## src/rtl/calc_pkg.sv

```systemverilog
// calc_pkg: calculator FSM state encodings shared by the entry, display and ALU blocks.
package calc_pkg;
  localparam int STATE_W = 3;
  localparam logic [STATE_W-1:0] S_IDLE = 3'd0;
  localparam logic [STATE_W-1:0] S_NUM1 = 3'd1;
  localparam logic [STATE_W-1:0] S_OPER = 3'd2;
  localparam logic [STATE_W-1:0] S_NUM2 = 3'd3;
  localparam logic [STATE_W-1:0] S_CALC = 3'd4;
  localparam logic [STATE_W-1:0] S_SHOW = 3'd5;
  localparam logic [STATE_W-1:0] S_ERR  = 3'd6;
endpackage

```

## src/rtl/btn_edge.sv

```systemverilog
// btn_edge: synchronises an active-low button and emits one pulse per press.
module btn_edge (
  input  logic clock,
  input  logic reset,
  input  logic btn_n,
  output logic evt
);
  logic [2:0] sync;
  // two synchroniser flops plus one history flop; idle level is high
  always_ff @(posedge clock or posedge reset)
    if (reset) sync <= '1;
    else sync <= {sync[1:0], btn_n};
  assign evt = sync[2] & ~sync[1];
endmodule

```

## src/rtl/operand_sequencer.sv

```systemverilog
// operand_sequencer: operand/operator entry FSM with ALU handshake, timeout and display drive.
module operand_sequencer
  import calc_pkg::*;
#(
  parameter int WIDTH     = 4,
  parameter int OP_BITS   = 2,
  parameter int RES_WIDTH = 2 * WIDTH,
  parameter int TIMEOUT   = 15
) (
  input  logic                 clock,
  input  logic                 reset,
  input  logic                 push_n,
  input  logic                 back_n,
  input  logic [WIDTH-1:0]     num,
  input  logic [OP_BITS-1:0]   op,
  input  logic                 mode,
  input  logic [RES_WIDTH-1:0] result,
  input  logic                 result_valid,
  output logic [WIDTH-1:0]     operand1,
  output logic [WIDTH-1:0]     operand2,
  output logic [OP_BITS:0]     md_operator,
  output logic                 start,
  output logic [STATE_W-1:0]   state,
  output logic                 show_res,
  output logic                 error,
  output logic [RES_WIDTH-1:0] bin
);
  localparam int TW = $clog2(TIMEOUT + 1);
  localparam logic [TW-1:0] T_LAST = TW'(TIMEOUT - 1);
  logic push_evt, back_evt;
  logic [STATE_W-1:0] nxt;
  logic [TW-1:0] timer, timer_d;
  logic [RES_WIDTH-1:0] res_q, res_d, bin_d;
  logic [WIDTH-1:0] op1_d, op2_d;
  logic [OP_BITS:0] md_d;
  btn_edge u_push (.clock(clock), .reset(reset), .btn_n(push_n), .evt(push_evt));
  btn_edge u_back (.clock(clock), .reset(reset), .btn_n(back_n), .evt(back_evt));
  // registered outputs are loaded from values computed for the state being entered
  always_comb begin
    nxt = S_IDLE;
    case (state)
      S_IDLE:        nxt = push_evt ? S_NUM1 : S_IDLE;
      S_NUM1:        nxt = back_evt ? S_IDLE : push_evt ? S_OPER : S_NUM1;
      S_OPER:        nxt = back_evt ? S_NUM1 : push_evt ? S_NUM2 : S_OPER;
      S_NUM2:        nxt = back_evt ? S_OPER : push_evt ? S_CALC : S_NUM2;
      S_CALC:        nxt = result_valid ? S_SHOW : (timer == T_LAST) ? S_ERR : S_CALC;
      S_SHOW, S_ERR: nxt = back_evt ? S_NUM2 : push_evt ? S_IDLE : state;
      default:       nxt = S_IDLE;
    endcase
    op1_d   = (nxt == S_IDLE) ? '0 : (nxt == S_NUM1) ? num : operand1;
    op2_d   = (nxt == S_IDLE) ? '0 : (nxt == S_NUM2) ? num : operand2;
    md_d    = (nxt == S_IDLE) ? '0 : (nxt == S_OPER) ? {mode, op} : md_operator;
    res_d   = (nxt == S_IDLE) ? '0 : (state == S_CALC && result_valid) ? result : res_q;
    timer_d = (state == S_CALC && nxt == S_CALC) ? timer + 1'b1 : '0;
    bin_d   = '0;
    case (nxt)
      S_NUM1:         bin_d = RES_WIDTH'(op1_d);
      S_OPER:         bin_d = RES_WIDTH'(md_d);
      S_NUM2, S_CALC: bin_d = RES_WIDTH'(op2_d);
      S_SHOW:         bin_d = res_d;
      S_ERR:          bin_d = '1;
      default:        bin_d = '0;
    endcase
  end
  always_ff @(posedge clock or posedge reset)
    if (reset) begin
      state       <= S_IDLE;
      operand1    <= '0;
      operand2    <= '0;
      md_operator <= '0;
      start       <= 1'b0;
      show_res    <= 1'b0;
      error       <= 1'b0;
      bin         <= '0;
      res_q       <= '0;
      timer       <= '0;
    end else begin
      state       <= nxt;
      operand1    <= op1_d;
      operand2    <= op2_d;
      md_operator <= md_d;
      start       <= (state == S_NUM2) && (nxt == S_CALC);
      show_res    <= nxt == S_SHOW;
      error       <= nxt == S_ERR;
      bin         <= bin_d;
      res_q       <= res_d;
      timer       <= timer_d;
    end
endmodule

```

## config.mk

```make
export PLATFORM = sky130hd
export DESIGN_NAME = operand_sequencer
export DESIGN_NICKNAME = d
export VERILOG_FILES = /design/src/rtl/calc_pkg.sv /design/src/rtl/btn_edge.sv /design/src/rtl/operand_sequencer.sv
export SDC_FILE = /design/constraint.sdc
export NUM_CORES = 1
export LEC_CHECK = 0
export CAP_MARGIN = 15
export CORE_MARGIN = 2
export CORE_UTILIZATION = 50
export CTS_BUF_LIST = sky130_fd_sc_hd__clkbuf_8 sky130_fd_sc_hd__clkbuf_16
export DETAILED_ROUTE_END_ITERATION = 10
export PLACE_DENSITY = 0.79
export SYNTH_ARGS = -nofsm -noshare
export SYNTH_HDL_FRONTEND = slang
export SYNTH_SLANG_ARGS = --single-unit
```

## constraint.sdc

```tcl
create_clock -name clock -period 6.54 [get_ports clock]
set_clock_uncertainty 0.2 [all_clocks]
set_input_delay 0.981 -clock clock [delete_from_list [all_inputs] [get_ports clock]]
set_output_delay 0.981 -clock clock [all_outputs]
set_load 0.05 [all_outputs]
```

# Word-level counts from Yosys, hierarchy flattened

Index checks and enable logic that the tools add are counted.

Output and inout port bits: 25
Register bits: 43
Logic and storage cells: 59
Input port bits: 20

Bitwise logic cells: 4
Add/subtract/negate cells: 1
Mux-type cells: 22
Equal/unequal tests: 13
Reduce and logical (&&, ||, !) cells: 7

Operator list:

| operator                                                              | number |
|---|---|
| 8-bit case mux with 5 select lines                                    | 1 |
| 4-bit 2-to-1 mux                                                      | 5 |
| 3-bit equality test, second input constant                            | 6 |
| 3-bit 2-to-1 mux                                                      | 6 |
| 3-bit case mux with 6 select lines                                    | 1 |
| 8-bit 2-to-1 mux                                                      | 2 |
| 3-bit by 2-bit equality test with 1-bit output, second input constant | 4 |
| 2-bit 2-to-1 mux                                                      | 5 |
| 3-bit by 1-bit equality test with 1-bit output, second input constant | 2 |
| 3-bit zero test                                                       | 2 |
| 4-bit by 1-bit adder with 4-bit output, second input constant         | 1 |
| 4-bit equality test, second input constant                            | 1 |
| 2-bit OR reduction                                                    | 2 |
| 1-bit logical AND                                                     | 3 |
| 1-bit AND                                                             | 2 |
| 1-bit 2-to-1 mux                                                      | 2 |
| 1-bit NOT                                                             | 2 |

# Logic depth before layout (Yosys ltp)

Depth after elaboration: 9
Depth in mapped cells: 10
Depth with buffers taken out: 8

# By module

From an unflattened synthesis, not the netlist that was laid out.

Cell total of the unflattened synthesis: 190
Area, all modules: 2047.0 sq um

By module, submodules not included:

| module            | cells each | times used | area each (sq um) | sequential area each (sq um) |
|---|---|---|---|---|
| operand_sequencer | 180        | 1          | 1854.3            | 925.9 |
| btn_edge          | 5          | 2          | 96.3              | 78.8 |

# Worst setup path before layout

Ideal clock, no wire load.

Path kind: input port to flip-flop
Start point: input result_valid
End point: register md_operator[2]
Data required time: 6211 ps
Arrival time: 2147 ps
Setup slack: 4064 ps
Setup time: 129 ps
Buffers on the path: 1
Stages on the path: 8
Cells stage by stage: nor2_1 nor2_1 a32o_1 nor2_4 clkinv_1 buf_2 o21ai_0 o21ai_0

Cells in the longest elaborated chain, start to end: 5
Elaborated cells on any way between the ends: 6
Those cells by class: eq/ne: 1; mux: 4; reduce/logical: 1

Ends and longest elaborated chain:

| item                                           | RTL line                | text |
|---|---|---|
| from (decl)                                    | operand_sequencer.sv:18 | `input logic result_valid,` |
| 2-bit 2-to-1 mux (*)                           | operand_sequencer.sv:46 | `S_CALC: nxt = result_valid ? S_SHOW : (timer == T_LAST) ? S_ERR : S_CALC;` |
| 3-bit case mux with 6 select lines (*)         | operand_sequencer.sv:41 | `case (state)` |
| net nxt[0]                                     | operand_sequencer.sv:31 | `logic [STATE_W-1:0] nxt;` |
| 3-bit by 2-bit equality test with 1-bit output | operand_sequencer.sv:52 | `md_d = (nxt == S_IDLE) ? '0 : (nxt == S_OPER) ? {mode, op} : md_operator;` |
| 3-bit 2-to-1 mux                               | operand_sequencer.sv:52 |  |
| 3-bit 2-to-1 mux (*)                           | operand_sequencer.sv:52 |  |
| net md_d[2]                                    | operand_sequencer.sv:35 | `logic [OP_BITS:0] md_d;` |
| to (signal assigned)                           | operand_sequencer.sv:81 | `md_operator <= md_d;` |
| to (decl)                                      | operand_sequencer.sv:21 | `output logic [OP_BITS:0] md_operator,` |

The timed path passes the listed nets; every way through them passes the cells marked *.

# Worst setup path after layout

Start point: input result_valid
End point: register bin[0]

Cells in the longest elaborated chain, start to end: 6
Elaborated cells on any way between the ends: 20
Those cells by class: eq/ne: 6; mux: 11; reduce/logical: 3

Ends and longest elaborated chain:

| item                                                                         | RTL line                                         | text |
|---|---|---|
| 2-bit 2-to-1 mux                                                             | operand_sequencer.sv:46                          |  |
| 3-bit case mux with 6 select lines                                           | operand_sequencer.sv:41                          |  |
| 3-bit by 2-bit equality test with 1-bit output, or another cell as far along | operand_sequencer.sv:51, operand_sequencer.sv:56 |  |
| 4-bit 2-to-1 mux, or another cell as far along (2 in series)                 | operand_sequencer.sv:51                          | `op2_d = (nxt == S_IDLE) ? '0 : (nxt == S_NUM2) ? num : operand2;` |
| 8-bit case mux with 5 select lines (*)                                       | operand_sequencer.sv:56                          | `case (nxt)` |
| net bin_d[0]                                                                 | operand_sequencer.sv:33                          | `logic [RES_WIDTH-1:0] res_q, res_d, bin_d;` |
| to (signal assigned)                                                         | operand_sequencer.sv:85                          | `bin <= bin_d;` |
| to (decl)                                                                    | operand_sequencer.sv:26                          | `output logic [RES_WIDTH-1:0] bin` |

Marks and branches as above.

==> results.md <==
- Outcome: completed
- Row count: 22
- Max Buffers Root-to-Sink: 2
- PostCTS Resize Cnt: 0
- Period minus WS final: 2.97 ns
- Vias/cell: 5.50
- Worst R2R Path Depth: 6
- Final Hold Viols: 0
- Post-Synthesis Cell Area: 1950 um^2
- Max-slew violations: 0
- Sequential area share after synthesis: 55.6%
- Final Hold Slack: 0.157 ns
- Grt total ovfl: 0
- Net count, final: 249
- LEAKAGE: 1.07 nW
- Maximum VDD drop: 0.000227 V
- Worst Tran Pin Value: 0.883 ns
- Tightest Hold Check Type: reg -> reg
- Reg power frac: 32.6%
- Post-synth top area cell: dfrtp_1
- Syn nets: 204
- Final wirelength: 4050 um
- Count leader, synth: dfrtp_1
- Via Count: 1517
- Cell variety after synth: 42
- Worst hold path endpoint: u_back.sync[1]
- R2R Setup Slk: 3.85 ns
- Wirelength per Cell: 14.7 um
- Final GP Congestion: 0.773
- Tot GR Track Use: 20.0%
- Synth top area cells: dfrtp_1 47%, dfstp_2 8.1%, mux2i_1 6.2%, nor2_1 4.4%, o21ai_0 4.4%
- CTS Hold Bufs: 0
- Rel. slew slack: 41.1%
- Die X: 66.4 um
- Clock power frac: 13.5%
- Final period utilization: 45.4%
- CP Cell Sequence: clkdlybuf4s50_1 -> nor2_1 -> nor2_1 -> a32o_1 -> nor2_4 -> clkinv_1 -> a211oi_1 -> a211oi_1
- Clk Latency, worst-skew pair: 0.30 ns
- Post-synth EDFFs: 0
- Post-CTS Repair Setup Buffers: 0
- Register Area: 1080 um^2
- Largest net degree at the start of global routing: 44
- Max-cap violations: 0
- Filler Cell Count: 312
- Initial antenna violation count: 0
- Syn Inst Count: 182
- Placeable Area: 3720 um^2
- Combinational share of power: 53.9%
- Mean Syn Cell Area: 10.7 um^2
- Die H: 66.4 um
- Pwr Total: 1.16 mW
- Drc violations: 0
- Dominant synthesized flop cell: dfrtp_1
- Pwr Density: 468 nW/um^2
- Area grow syn2layout: 27.3%
- Ys async rst share: 100%
- TritonCTS clock tree: done
- Sw Pwr: 0.550 mW
- RSZ-0062 raised after global routing: false
- Hold_sp: u_back.sync[0]
- Diodes inserted: 0
- Critical Path RT: 6.50 ns
- Post-route setup TNS: 0 ns
- Critical Path Fanout Max: 18
- Crit Reg-Reg Startpoint: state[2]
- R2R Path End: bin[0]
- DRT iter0 DRCs: 148
- Vias in the first global route: 1407
- First-pass GRT wire length: 6480 um
- Synth Warn #: 0
- Clock Sink Count: 43
- CP startpoint kind: primary input
- Critical path arrival: 2.93 ns
- # IOs: 45
- CTS root buffer: clkbuf_8
- Critical Path End Type: flop
- Initial Util: 52.5%
- Worst Setup Path Type: in -> reg
- Area taken by multi-input logic gates: 776 um^2
- Int Power: 0.611 mW
- Seq cells post-synth: 43
- Worst hold path stage count: 0
- Top delay family on crit path: buffers and inverters
- Worst path max stage delay: 0.46 ns
- TritonCTS Buffers: 5
- Achievable Freq: 337 MHz
- Switching portion of total power: 47.4%
- Final setup viols: 0
- Die area: 4410 um^2
- Buffers & Inverters on Critical Path: 2
- CTS H-tree depth: 2
- Fraction of layout cells with a size suffix above 1: 11.4%
- HPWL Detailed: 2840 um
- IO buf count: 44
- Worst-path clk slew: 0.08 ns
- 1st-pass router iterations: 4
- Final ANT Viol Nets: 0
- Synth cell count leaders: 37 x dfrtp_1, 23 x nor2_1, 17 x o21ai_0, 12 x mux2i_1, 12 x nand2_1
- CP max-delay cell: clkdlybuf4s50_1
- Top-area cell type share of the netlist area: 47.5%
[worst reg2reg max path, stage by stage (launching register included)]
cell,delay [ns]
dfrtp_1,0.51
or3b_4,0.33
o31ai_1,0.11
a211oi_2,0.76
inv_2,0.25
a211oi_1,0.32
a211oi_1,0.08
[final cells by class]
class	count	share of cell area, %
flip-flops and latches	43	43.6
clock buffers	5	2.77
clock inverters	3	0.504
multi-input cells	124	31.3
repair buffers	46	18.3
inverters	7	1.06
well taps	48	2.42
[logic make-up after synthesis]
kind of cell | Yosys count | share of synthesized area (%)
flip-flops | 43 | 55.6
XOR/XNOR | 2 | 0.899
adder cells (fa/ha/maj) | 2 | 1.28
AO/OA/AOI/OAI | 44 | 13.8
buffers and inverters | 15 | 4.62
AND/OR/NAND/NOR | 64 | 17.7
multiplexers | 12 | 6.16
[worst max path at each step]
stage	from	end	slack [ns]	cells past startpoint
after floorplan	result_valid	md_operator[2]	4.06	8
after global placement	result_valid	bin[0]	3.36	8
after detailed placement	result_valid	bin[0]	3.29	8
after CTS	result_valid	bin[0]	3.57	8
after global routing	result_valid	bin[2]	3.38	8
final	result_valid	bin[0]	3.57	8
[flip-flops by register name (all words and copies together), names as in the netlist]
name         flops
start            1
show_res         1
bin              8
u_back.sync      3
operand1         4
error            1
timer            4
md_operator      3
res_q            8
state            3
u_push.sync      3
operand2         4
[cells in the final DEF, fill, tap and decap left out, types with 2 or more instances in the layout]
master,synthesis,final
mux2i_1,12,12
o21ai_0,17,17
dfstp_2,6,6
a211oi_1,6,6
clkdlybuf4s50_1,0,44
nand2_1,12,12
a21oi_1,9,9
nor2_1,23,23
and2b_2,2,2
nand3_1,5,5
ha_1,2,2
nand2b_1,3,3
or3_1,5,5
buf_4,0,2
nor2_4,2,2
nor3_1,4,4
a31oi_1,2,2
clkbuf_8,0,5
dfrtp_1,37,37
inv_1,5,7
[stage by stage]
step	utilization, %	instance area [um^2]	instances	worst slack (ns)
after floorplan	-	1950	182	4.06
after global placement	64.4	2390	267	3.36
after detailed placement	64.4	2390	267	3.29
after CTS	66.6	2470	275	3.57
after global routing	66.8	2480	276	3.38
final	66.8	2480	276	3.57
[power by group through the flow]
stage / clock [mW] / combinational [mW] / sequential [mW]
finish: 0.157 / 0.626 / 0.378
global route: 0.173 / 0.672 / 0.386
CTS: 0.161 / 0.622 / 0.378
detailed placement: 0 / 0.619 / 0.382
global placement: 0 / 0.606 / 0.382
floorplan: 0 / 0.305 / 0.547
[layer usage]
| metal | vias to the layer above | wire (um) | global-route usage, % |
|---|---|---|---|
| met3 | 7 | 189 | 5.28 |
| met1 | 740 | 1860 | 26.9 |
| met4 | 0 | 59 | 7.65 |
| met5 | - | 0 | 0 |
| met2 | 48 | 1940 | 31.0 |
| li1 | 722 | - | - |
Power figures use the tool's default switching activity.
